==> config.mk <==
export PLATFORM = sky130hd
export DESIGN_NAME = ram_cmd_arbiter
export DESIGN_NICKNAME = d
export VERILOG_FILES = /design/src/rtl/ram_cmd_arbiter.sv
export SDC_FILE = /design/constraint.sdc
export NUM_CORES = 1
export LEC_CHECK = 0
export CELL_PAD_IN_SITES_DETAIL_PLACEMENT = 1
export CELL_PAD_IN_SITES_GLOBAL_PLACEMENT = 2
export CORE_ASPECT_RATIO = 1.25
export CORE_MARGIN = 2
export CORE_UTILIZATION = 22
export DETAILED_ROUTE_END_ITERATION = 10
export PLACE_DENSITY = 0.73
export SKIP_CTS_REPAIR_TIMING = 1
export SYNTH_ARGS = -nofsm -noshare
export SYNTH_HDL_FRONTEND = slang
export SYNTH_SLANG_ARGS = --single-unit
==> constraint.sdc <==
create_clock -name clk -period 1.7 [get_ports clk]
set_clock_uncertainty 0.2 [all_clocks]
set_input_delay 0.17 -clock clk [delete_from_list [all_inputs] [get_ports clk]]
set_output_delay 0.17 -clock clk [all_outputs]
set_load 0.02 [all_outputs]
==> src/rtl/ram_cmd_arbiter.sv <==
// Round-robin arbiter that turns two requesters' byte transactions into the
// RAM's 10-bit command words and routes read data (or a timeout) back.
module ram_cmd_arbiter #(
    parameter int ADDR_SIZE = 8,
    parameter int TIMEOUT   = 8
) (
    input  logic                   clk,
    input  logic                   rst_n,
    input  logic [1:0]             req_valid,
    input  logic [1:0]             req_we,
    input  logic [2*ADDR_SIZE-1:0] req_addr,
    input  logic [2*ADDR_SIZE-1:0] req_wdata,
    output logic [1:0]             req_ready,
    output logic [1:0]             rsp_valid,
    output logic [ADDR_SIZE-1:0]   rsp_rdata,
    output logic                   rsp_err,
    output logic [ADDR_SIZE+1:0]   ram_din,
    output logic                   ram_rx_valid,
    input  logic [ADDR_SIZE-1:0]   ram_dout,
    input  logic                   ram_tx_valid,
    output logic                   busy
);
    localparam int CNT_W = $clog2(TIMEOUT);

    typedef enum logic [2:0] {
        IDLE, CMD_ADDR, CMD_WDATA, CMD_RDATA, WAIT_RD, RESP
    } state_t;

    state_t               state_q, state_d;
    logic                 last_q, last_d;
    logic                 id_q, id_d;
    logic                 we_q, we_d;
    logic [ADDR_SIZE-1:0] addr_q, addr_d;
    logic [ADDR_SIZE-1:0] wdata_q, wdata_d;
    logic [CNT_W-1:0]     cnt_q, cnt_d;
    logic [ADDR_SIZE-1:0] rdata_q, rdata_d;
    logic                 err_q, err_d;
    logic [ADDR_SIZE+1:0] din_q, din_d;
    logic                 rxv_q, rxv_d;
    logic [1:0]           rspv_q, rspv_d;
    logic [1:0]           grant;
    logic                 hs;
    logic                 gnt_id;

    // On a tie the requester that was not served last wins.
    always_comb begin
        grant = req_valid;
        if (req_valid == 2'b11) grant = last_q ? 2'b01 : 2'b10;
    end

    assign req_ready    = (state_q == IDLE) ? grant : 2'b00;
    assign hs           = |req_ready;
    assign gnt_id       = req_ready[1];
    assign busy         = (state_q != IDLE);
    assign ram_din      = din_q;
    assign ram_rx_valid = rxv_q;
    assign rsp_valid    = rspv_q;
    assign rsp_rdata    = rdata_q;
    assign rsp_err      = err_q;

    always_ff @(posedge clk) begin
        if (!rst_n) begin
            state_q <= IDLE;
            last_q  <= 1'b1;
            id_q    <= 1'b0;
            we_q    <= 1'b0;
            addr_q  <= '0;
            wdata_q <= '0;
            cnt_q   <= '0;
            rdata_q <= '0;
            err_q   <= 1'b0;
            din_q   <= '0;
            rxv_q   <= 1'b0;
            rspv_q  <= 2'b00;
        end else begin
            state_q <= state_d;
            last_q  <= last_d;
            id_q    <= id_d;
            we_q    <= we_d;
            addr_q  <= addr_d;
            wdata_q <= wdata_d;
            cnt_q   <= cnt_d;
            rdata_q <= rdata_d;
            err_q   <= err_d;
            din_q   <= din_d;
            rxv_q   <= rxv_d;
            rspv_q  <= rspv_d;
        end
    end

    always_comb begin
        state_d = state_q;
        last_d  = last_q;
        id_d    = id_q;
        we_d    = we_q;
        addr_d  = addr_q;
        wdata_d = wdata_q;
        cnt_d   = cnt_q;
        rdata_d = rdata_q;
        err_d   = err_q;
        case (state_q)
            IDLE: begin
                if (hs) begin
                    state_d = CMD_ADDR;
                    last_d  = gnt_id;
                    id_d    = gnt_id;
                    we_d    = req_we[gnt_id];
                    addr_d  = gnt_id ? req_addr[2*ADDR_SIZE-1:ADDR_SIZE] : req_addr[ADDR_SIZE-1:0];
                    wdata_d = gnt_id ? req_wdata[2*ADDR_SIZE-1:ADDR_SIZE] : req_wdata[ADDR_SIZE-1:0];
                end
            end
            CMD_ADDR:  state_d = we_q ? CMD_WDATA : CMD_RDATA;
            CMD_WDATA: state_d = IDLE;
            CMD_RDATA: begin
                state_d = WAIT_RD;
                cnt_d   = '0;
            end
            // A response arriving on the last allowed cycle still beats the timeout.
            WAIT_RD: begin
                if (ram_tx_valid) begin
                    rdata_d = ram_dout;
                    err_d   = 1'b0;
                    state_d = RESP;
                end else if (cnt_q == CNT_W'(TIMEOUT - 1)) begin
                    rdata_d = '0;
                    err_d   = 1'b1;
                    state_d = RESP;
                end else begin
                    cnt_d = cnt_q + CNT_W'(1);
                end
            end
            RESP:    state_d = IDLE;
            default: state_d = IDLE;
        endcase
    end

    // RAM strobes and response strobes are registered from the next state.
    always_comb begin
        din_d  = '0;
        rxv_d  = 1'b0;
        rspv_d = 2'b00;
        case (state_d)
            CMD_ADDR: begin
                rxv_d = 1'b1;
                din_d = {(we_d ? 2'b00 : 2'b10), addr_d};
            end
            CMD_WDATA: begin
                rxv_d = 1'b1;
                din_d = {2'b01, wdata_d};
            end
            CMD_RDATA: begin
                rxv_d = 1'b1;
                din_d = {2'b11, {ADDR_SIZE{1'b0}}};
            end
            RESP:    rspv_d = id_d ? 2'b10 : 2'b01;
            default: ;
        endcase
    end
endmodule

==> results by group, run 1 <==
STA
  • Slew Limit Headroom: between 70% and 80%
  • Slew @ Worst Pin: 368.6 ps
  • Setup-failing EPs final: 15
  • Sum Neg Setup Slack: -940.9 ps
  • Hold_ws: 247.4 ps
  • Unrepaired setup endpoints after global routing: yes
  • Min cycle time layout: 1812 ps
  • Final Hold Viols: 0
  • Worst setup margin: -111.9 ps
  • Final period util: 106.6%
  • Final count of pins violating max slew: 0
  • Fmax: 551.9 MHz

Logic synthesis
  • Synth cell types: 43
  • Ys async rst share: 0%
  • Avg Cell Area, Syn: 9.765 um2
  • Top FF cell, synth: dfxtp_1
  • Number of flops mapped to enable cells by yosys: 0
  • Syn Nets: 223
  • Top cells by area, synth: dfxtp_1 46%, nand2_1 5.7%, mux2_2 4.6%, a22o_1 4.1%, nor2b_1 3.7%
  • Synthesized flop and latch total: 39
  • Synth area leader: dfxtp_1
  • Mapped Cells: 174
  • Yosys warning total: 0
  • Register area share after synthesis: 45.95%
  • Top-count cell post-synth: dfxtp_1
  • Post-synth top cells: 39 x dfxtp_1, 26 x nand2_1, 10 x nor2b_1, 9 x a31oi_1, 9 x o21ai_0
  • Synthesized area: between 0.0015 and 0.002 mm2
  • Synth top area share: approximately 46%

Global routing
  • Grt peak-use layer: met2
  • GRT overflow: 0
  • First-pass GRT wire length: 7.472 mm
  • GR met2 Demand/Resource: 20.41%
  • Initial antenna violation count: 0
  • Met3 usage: 3.622%
  • Met1 usage: between 10% and 20%
  • All-Layer GR Usage: approximately 11%
  • Vias in the first global route: approximately 1.6k
  • Pin count of the biggest net entering global routing: 28

Floorplan
  • Row count: 35
  • Die ar.: 0.008447 mm2
  • Initial core utilization: 22.82%
  • Core Area: 0.007445 mm2
  • Die W: 82.61 um
  • Die height: 102.3 um
  • Ports: about 70

Layout
  • Fillers: 853
  • Layout cell share with drive strength beyond 1: roughly a third
  • Ant. Diodes: 0
  • Area grow syn2layout: 82.55%
  • Multi-input logic area: 948.4 um2
  • Register area: 784.5 um2
  • Non-Filler Instances: 370
  • Nets: approximately 330

Placement
  • HPWL Detailed: 3.719 mm
  • IO buf count: between 70 and 80
  • Post-Place Cells: 354
  • Worst slack, placed: -511.9 ps
  • GP Congestion: 0.6773

Clock tree
  • Clk Tree Root Cell: clkbuf_8
  • Worst-Skew Late Latency: 280 ps
  • CTS Buffer Depth: 2
  • H-tree depth: 2
  • CTS tree: done
  • Num Clock Sinks: 39
  • Num CTS Buffers: 5
  • Clock slew at reported path FFs: 80 ps

Critical path
  • Kind of critical path: flip-flop to flip-flop
  • CP Max Fanout: 6
  • Worst path max stage delay: 330 ps
  • CP max-delay cell: dfxtp_2
  • CP Cell Sequence: buf_6 > nor3_4 > nand3_4 > buf_12 > mux2_4 > a22o_1
  • Crit. End Element: flip-flop
  • Critical path required time: roughly 1700 ps
  • Critical Path Start Type: flip-flop
  • WP data arrival: about 1800 ps

Worst hold path
  • Hold Path Class: primary input to flip-flop

Flow run
  • Max-cap viol count: 0

Detailed routing
  • DRC viols: 0
  • Wire per inst: 13.52 um
  • Drt pass-1 iters: 4
  • DR vias/cell: 4.451
  • 1st-iter DRT viols: 28
  • Detailed Route WL: 5.001 mm
  • Final ANT Viol Nets: 0
  • Vias: 1647

Pwr
  • Leak pwr: about 1.2 nW
  • Pwr dens: between 800 and 900 mW/mm2
  • Maximum vdd ir drop: 0.3526 mV

Outcome
  • Status: finished, violations left
  • Failing checks: negative setup slack
==> worst max-delay path, delay by kind of cell (launching register included) <==
kind	cells	cell delay, ps
AND/OR/NAND/NOR	2	390
flip-flops	1	330
buffers and inverters	2	290
multiplexers	1	290
AO/OA/AOI/OAI	1	200
==> cell type report <==
cell class / instances / area share (%)
inverter: 5 / 1.089
multi-input combinational: 118 / 30.58
timing repair buffer: 108 / 36.10
tap: 92 / 3.711
clock buffer: 8 / 3.227
sequential: 39 / 25.29
==> worst paths after layout <==
path                          from                     to  slack [ps]  depth (start not counted)
max reg2reg  state_q[0]$_SDFF_PN0_  ram_din[6]$_SDFF_PN0_        -110                          6
min                  req_wdata[11]  wdata_q[3]$_SDFF_PN0_         250                          3
min reg2reg  cnt_q[1]$_SDFFE_PN0P_  cnt_q[1]$_SDFFE_PN0P_         260                          2
max          state_q[0]$_SDFF_PN0_  ram_din[6]$_SDFF_PN0_        -110                          6
==> through the flow <==
stage / total power, W / area [um2] / utilization (%)
floorplan: 0.001411 / 1703 / -
detailed placement: 0.001799 / 2719 / 36.52
CTS: 0.002483 / 2819 / 37.87
global placement: 0.001788 / 2719 / 36.52
global route: 0.002769 / 3102 / 41.66
finish: 0.002622 / 3102 / 41.66
==> placed cells by master (no fill, tap or decap), types with 2 or more instances in the layout <==
cell              n
o21ai_1           2
a31oi_1           7
a22oi_1           8
buf_6             9
nand2_2           7
inv_1             3
dfxtp_2           3
clkdlybuf4s50_1  68
nand2_1          17
buf_12            6
buf_8             2
nor3b_2           2
nor3b_1           2
dfxtp_1          36
a22o_1            8
nor3_1            2
nand2b_1          3
o21ai_0           7
nand2_4           2
mux2_2            7
nor2b_1          10
a21oi_2           2
nand3_1           3
clkbuf_8          7
mux2i_1           2
buf_4            21
==> report_power, final <==
| part | leakage (nW) | switching (W) | internal [W] |
|---|---|---|---|
| logic | 0.828 | 0.000388 | 0.000525 |
| clock network | 0.0515 | 0.000301 | 0.000370 |
| registers | 0.320 | 0.0000395 | 0.000998 |
| total | 1.20 | 0.000729 | 0.00189 |
==> kinds of logic after synthesis <==
family,after synthesis,synth area share (%)
adder cells (fa/ha/maj),2,1.473
flip-flops,39,45.95
AND/OR/NAND/NOR,62,22.09
AO/OA/AOI/OAI,44,17.82
buffers and inverters,17,5.964
multiplexers,10,6.701
==> registers in the layout, indices dropped and copies added (netlist names), 2 cells and up <==
name,cells
state_q,3
rsp_rdata,8
rsp_valid,2
wdata_q,8
ram_din,10
cnt_q,3
==> metal layers <==
metal,wire length (um),up-vias
met5,0,-
met1,2004,766
met2,2575,54
li1,-,820
met3,357,7
met4,63,0
(Power assumes the default switching activity.)
==> run 2, diff against run 1 <==
--- a/config.mk
+++ b/config.mk
@@ -5,6 +5,7 @@
 export SDC_FILE = /design/constraint.sdc
 export NUM_CORES = 1
 export LEC_CHECK = 0
+export CAP_MARGIN = 40
 export CELL_PAD_IN_SITES_DETAIL_PLACEMENT = 1
 export CELL_PAD_IN_SITES_GLOBAL_PLACEMENT = 2
 export CORE_ASPECT_RATIO = 1.25
==> results by group, run 2 (synthesized netlist as in run 1, its figures left out) <==
Outcome
  • Status: finished, violations left
  • Failing checks: negative setup slack

Pwr
  • Combinational group share of total power: 32.0%
  • Pwr dens: between 800 and 900 mW/mm2
  • NetSw: 0.0007031 W
  • Pint: between 0.0015 and 0.002 W
  • Switching share of power: 27.78%
  • Clock share of power: 27.1%
  • Leak pwr: 1.150 nW
  • Power Total: 0.002531 W
  • Flop pwr share: 41.0%
  • Maximum vdd ir drop: 0.3657 mV

Critical path
  • FF-to-FF Start: state_q[0]$_SDFF_PN0_
  • CP Max Fanout: 6
  • Kind of critical path: flip-flop to flip-flop
  • CP Cell Sequence: buf_6 > nor3_4 > nand3_4 > buf_12 > mux2_4 > a22o_1
  • R2R depth: 6
  • CP max-delay cell: dfxtp_2
  • Critical Path Start Type: flip-flop
  • Crit. End Element: flip-flop
  • WP data arrival: 1810 ps
  • Reg-to-Reg End: ram_din[6]$_SDFF_PN0_
  • Worst Setup SP: state_q[0]$_SDFF_PN0_
  • Worst path max stage delay: 330 ps
  • R2R setup slack: -120 ps
  • Critical path required time: 1690 ps

Clock tree
  • Num CTS Buffers: 5
  • Worst-Skew Late Latency: 290 ps
  • Clock slew at reported path FFs: about 80 ps
  • Num Clock Sinks: 39
  • Clk Tree Root Cell: clkbuf_8
  • CTS tree: done
  • H-tree depth: 2
  • CTS Buffer Depth: 2

Layout
  • Ant. Diodes: 0
  • Commonest non-fill, non-tap cell in the layout: clkdlybuf4s50_1
  • Area grow syn2layout: 76.73%
  • Final core utilization: approximately two fifths
  • Max FFs per register: 10
  • Layout cell share with drive strength beyond 1: 29.71%
  • Nets: 324
  • Most frequent cells in the layout: 68 x clkdlybuf4s50_1, 37 x dfxtp_1, 25 x buf_4

Floorplan
  • Die W: 82.61 um
  • Initial core utilization: 22.82%
  • Ports: 72
  • Die height: 102.3 um
  • Die ar.: 0.008447 mm2
  • Core Area: 0.007445 mm2
  • Row count: 35

Detailed routing
  • Drt pass-1 iters: 3
  • Wire per inst: 13.31 um
  • 1st-iter DRT viols: 30
  • Detailed Route WL: 4.899 mm
  • Vias: 1621
  • Final ANT Viol Nets: 0
  • DR vias/cell: 4.405
  • DRC viols: 0

Global routing
  • GRT overflow: 0
  • Initial antenna violation count: 0
  • First-pass GRT wire length: 7.465 mm
  • Pin count of the biggest net entering global routing: 28
  • Vias in the first global route: 1627
  • All-Layer GR Usage: 11.53%

Worst hold path
  • Hold Path Class: primary input to flip-flop
  • Worst hold path stage count: 3
  • Hold Path End: wdata_q[4]$_SDFF_PN0_
  • Hold path start: req_wdata[4]

Placement
  • Worst slack, placed: -512.0 ps
  • HPWL Detailed: ~3.7 mm
  • IO buf count: about 70
  • GP Congestion: 0.6773

STA
  • Fmax: 550.8 MHz
  • Worst setup margin: -115.5 ps
  • Final Hold Viols: 0
  • Final count of pins violating max slew: 0
  • Slew @ Worst Pin: 272.8 ps
  • Slew Limit Headroom: 81.75%
  • Sum Neg Setup Slack: -795.3 ps
  • Setup-failing EPs final: 13
  • Unrepaired setup endpoints after global routing: yes
  • Min cycle time layout: 1816 ps
  • Final period util: 106.8%

Flow run
  • Max-cap viol count: 0
[run 2: power by group through the flow]
stage          combinational [W]  clock (W)  sequential [W]
2_1_floorplan           0.000323          0         0.00109
3_3_place_gp            0.000735          0         0.00105
3_5_place_dp            0.000748          0         0.00105
4_1_cts                 0.000752   0.000709         0.00103
5_1_grt                 0.000874   0.000753         0.00105
6_report                0.000809   0.000685         0.00104
[run 2: worst max-delay path, delay by kind of cell (launching register included)]
family          cells  cell delay [ps]
buf+inv             2              300
simple gates        2              390
flops               1              330
compound gates      1              200
mux                 1              290
[run 2: area by class of cell]
type	count	area, um2
Tap cell	92	115.1
Timing Repair Buffer	106	1050
Fill cell	856	4442
Sequential cell	39	783.3
Clock buffer	8	100.1
Inverter	5	23.77
Multi-Input combinational cell	118	930.9
[run 2: per-layer routing]
layer | vias up | part of all wire [%] | global-route usage (%)
li1 | 816 | - | -
met1 | 745 | 41 | 13.11
met2 | 52 | 51 | 20.41
met3 | 8 | 6.8 | 3.622
met4 | 0 | 1.5 | 3.405
met5 | - | 0 | 0
[run 2: worst max path at each step]
stage | endpoint | slack, ps | depth (start not counted)
finish | ram_din[6]$_SDFF_PN0_ | -120 | 6
global route | ram_din[6]$_SDFF_PN0_ | -170 | 6
CTS | req_ready[0] | -550 | 3
detailed placement | req_ready[0] | -510 | 4
global placement | req_ready[0] | -500 | 4
floorplan | ram_din[9]$_SDFF_PN0_ | -20 | 7
[run 2: metrics by stage]
step,cell area (um2),std cells,hold WS (ps)
6_report,3003,368,235.4
3_3_place_gp,2719,354,245.8
3_5_place_dp,2726,355,259.8
4_1_cts,2826,363,234.5
5_1_grt,3003,368,231.9
2_1_floorplan,1703,174,122.1
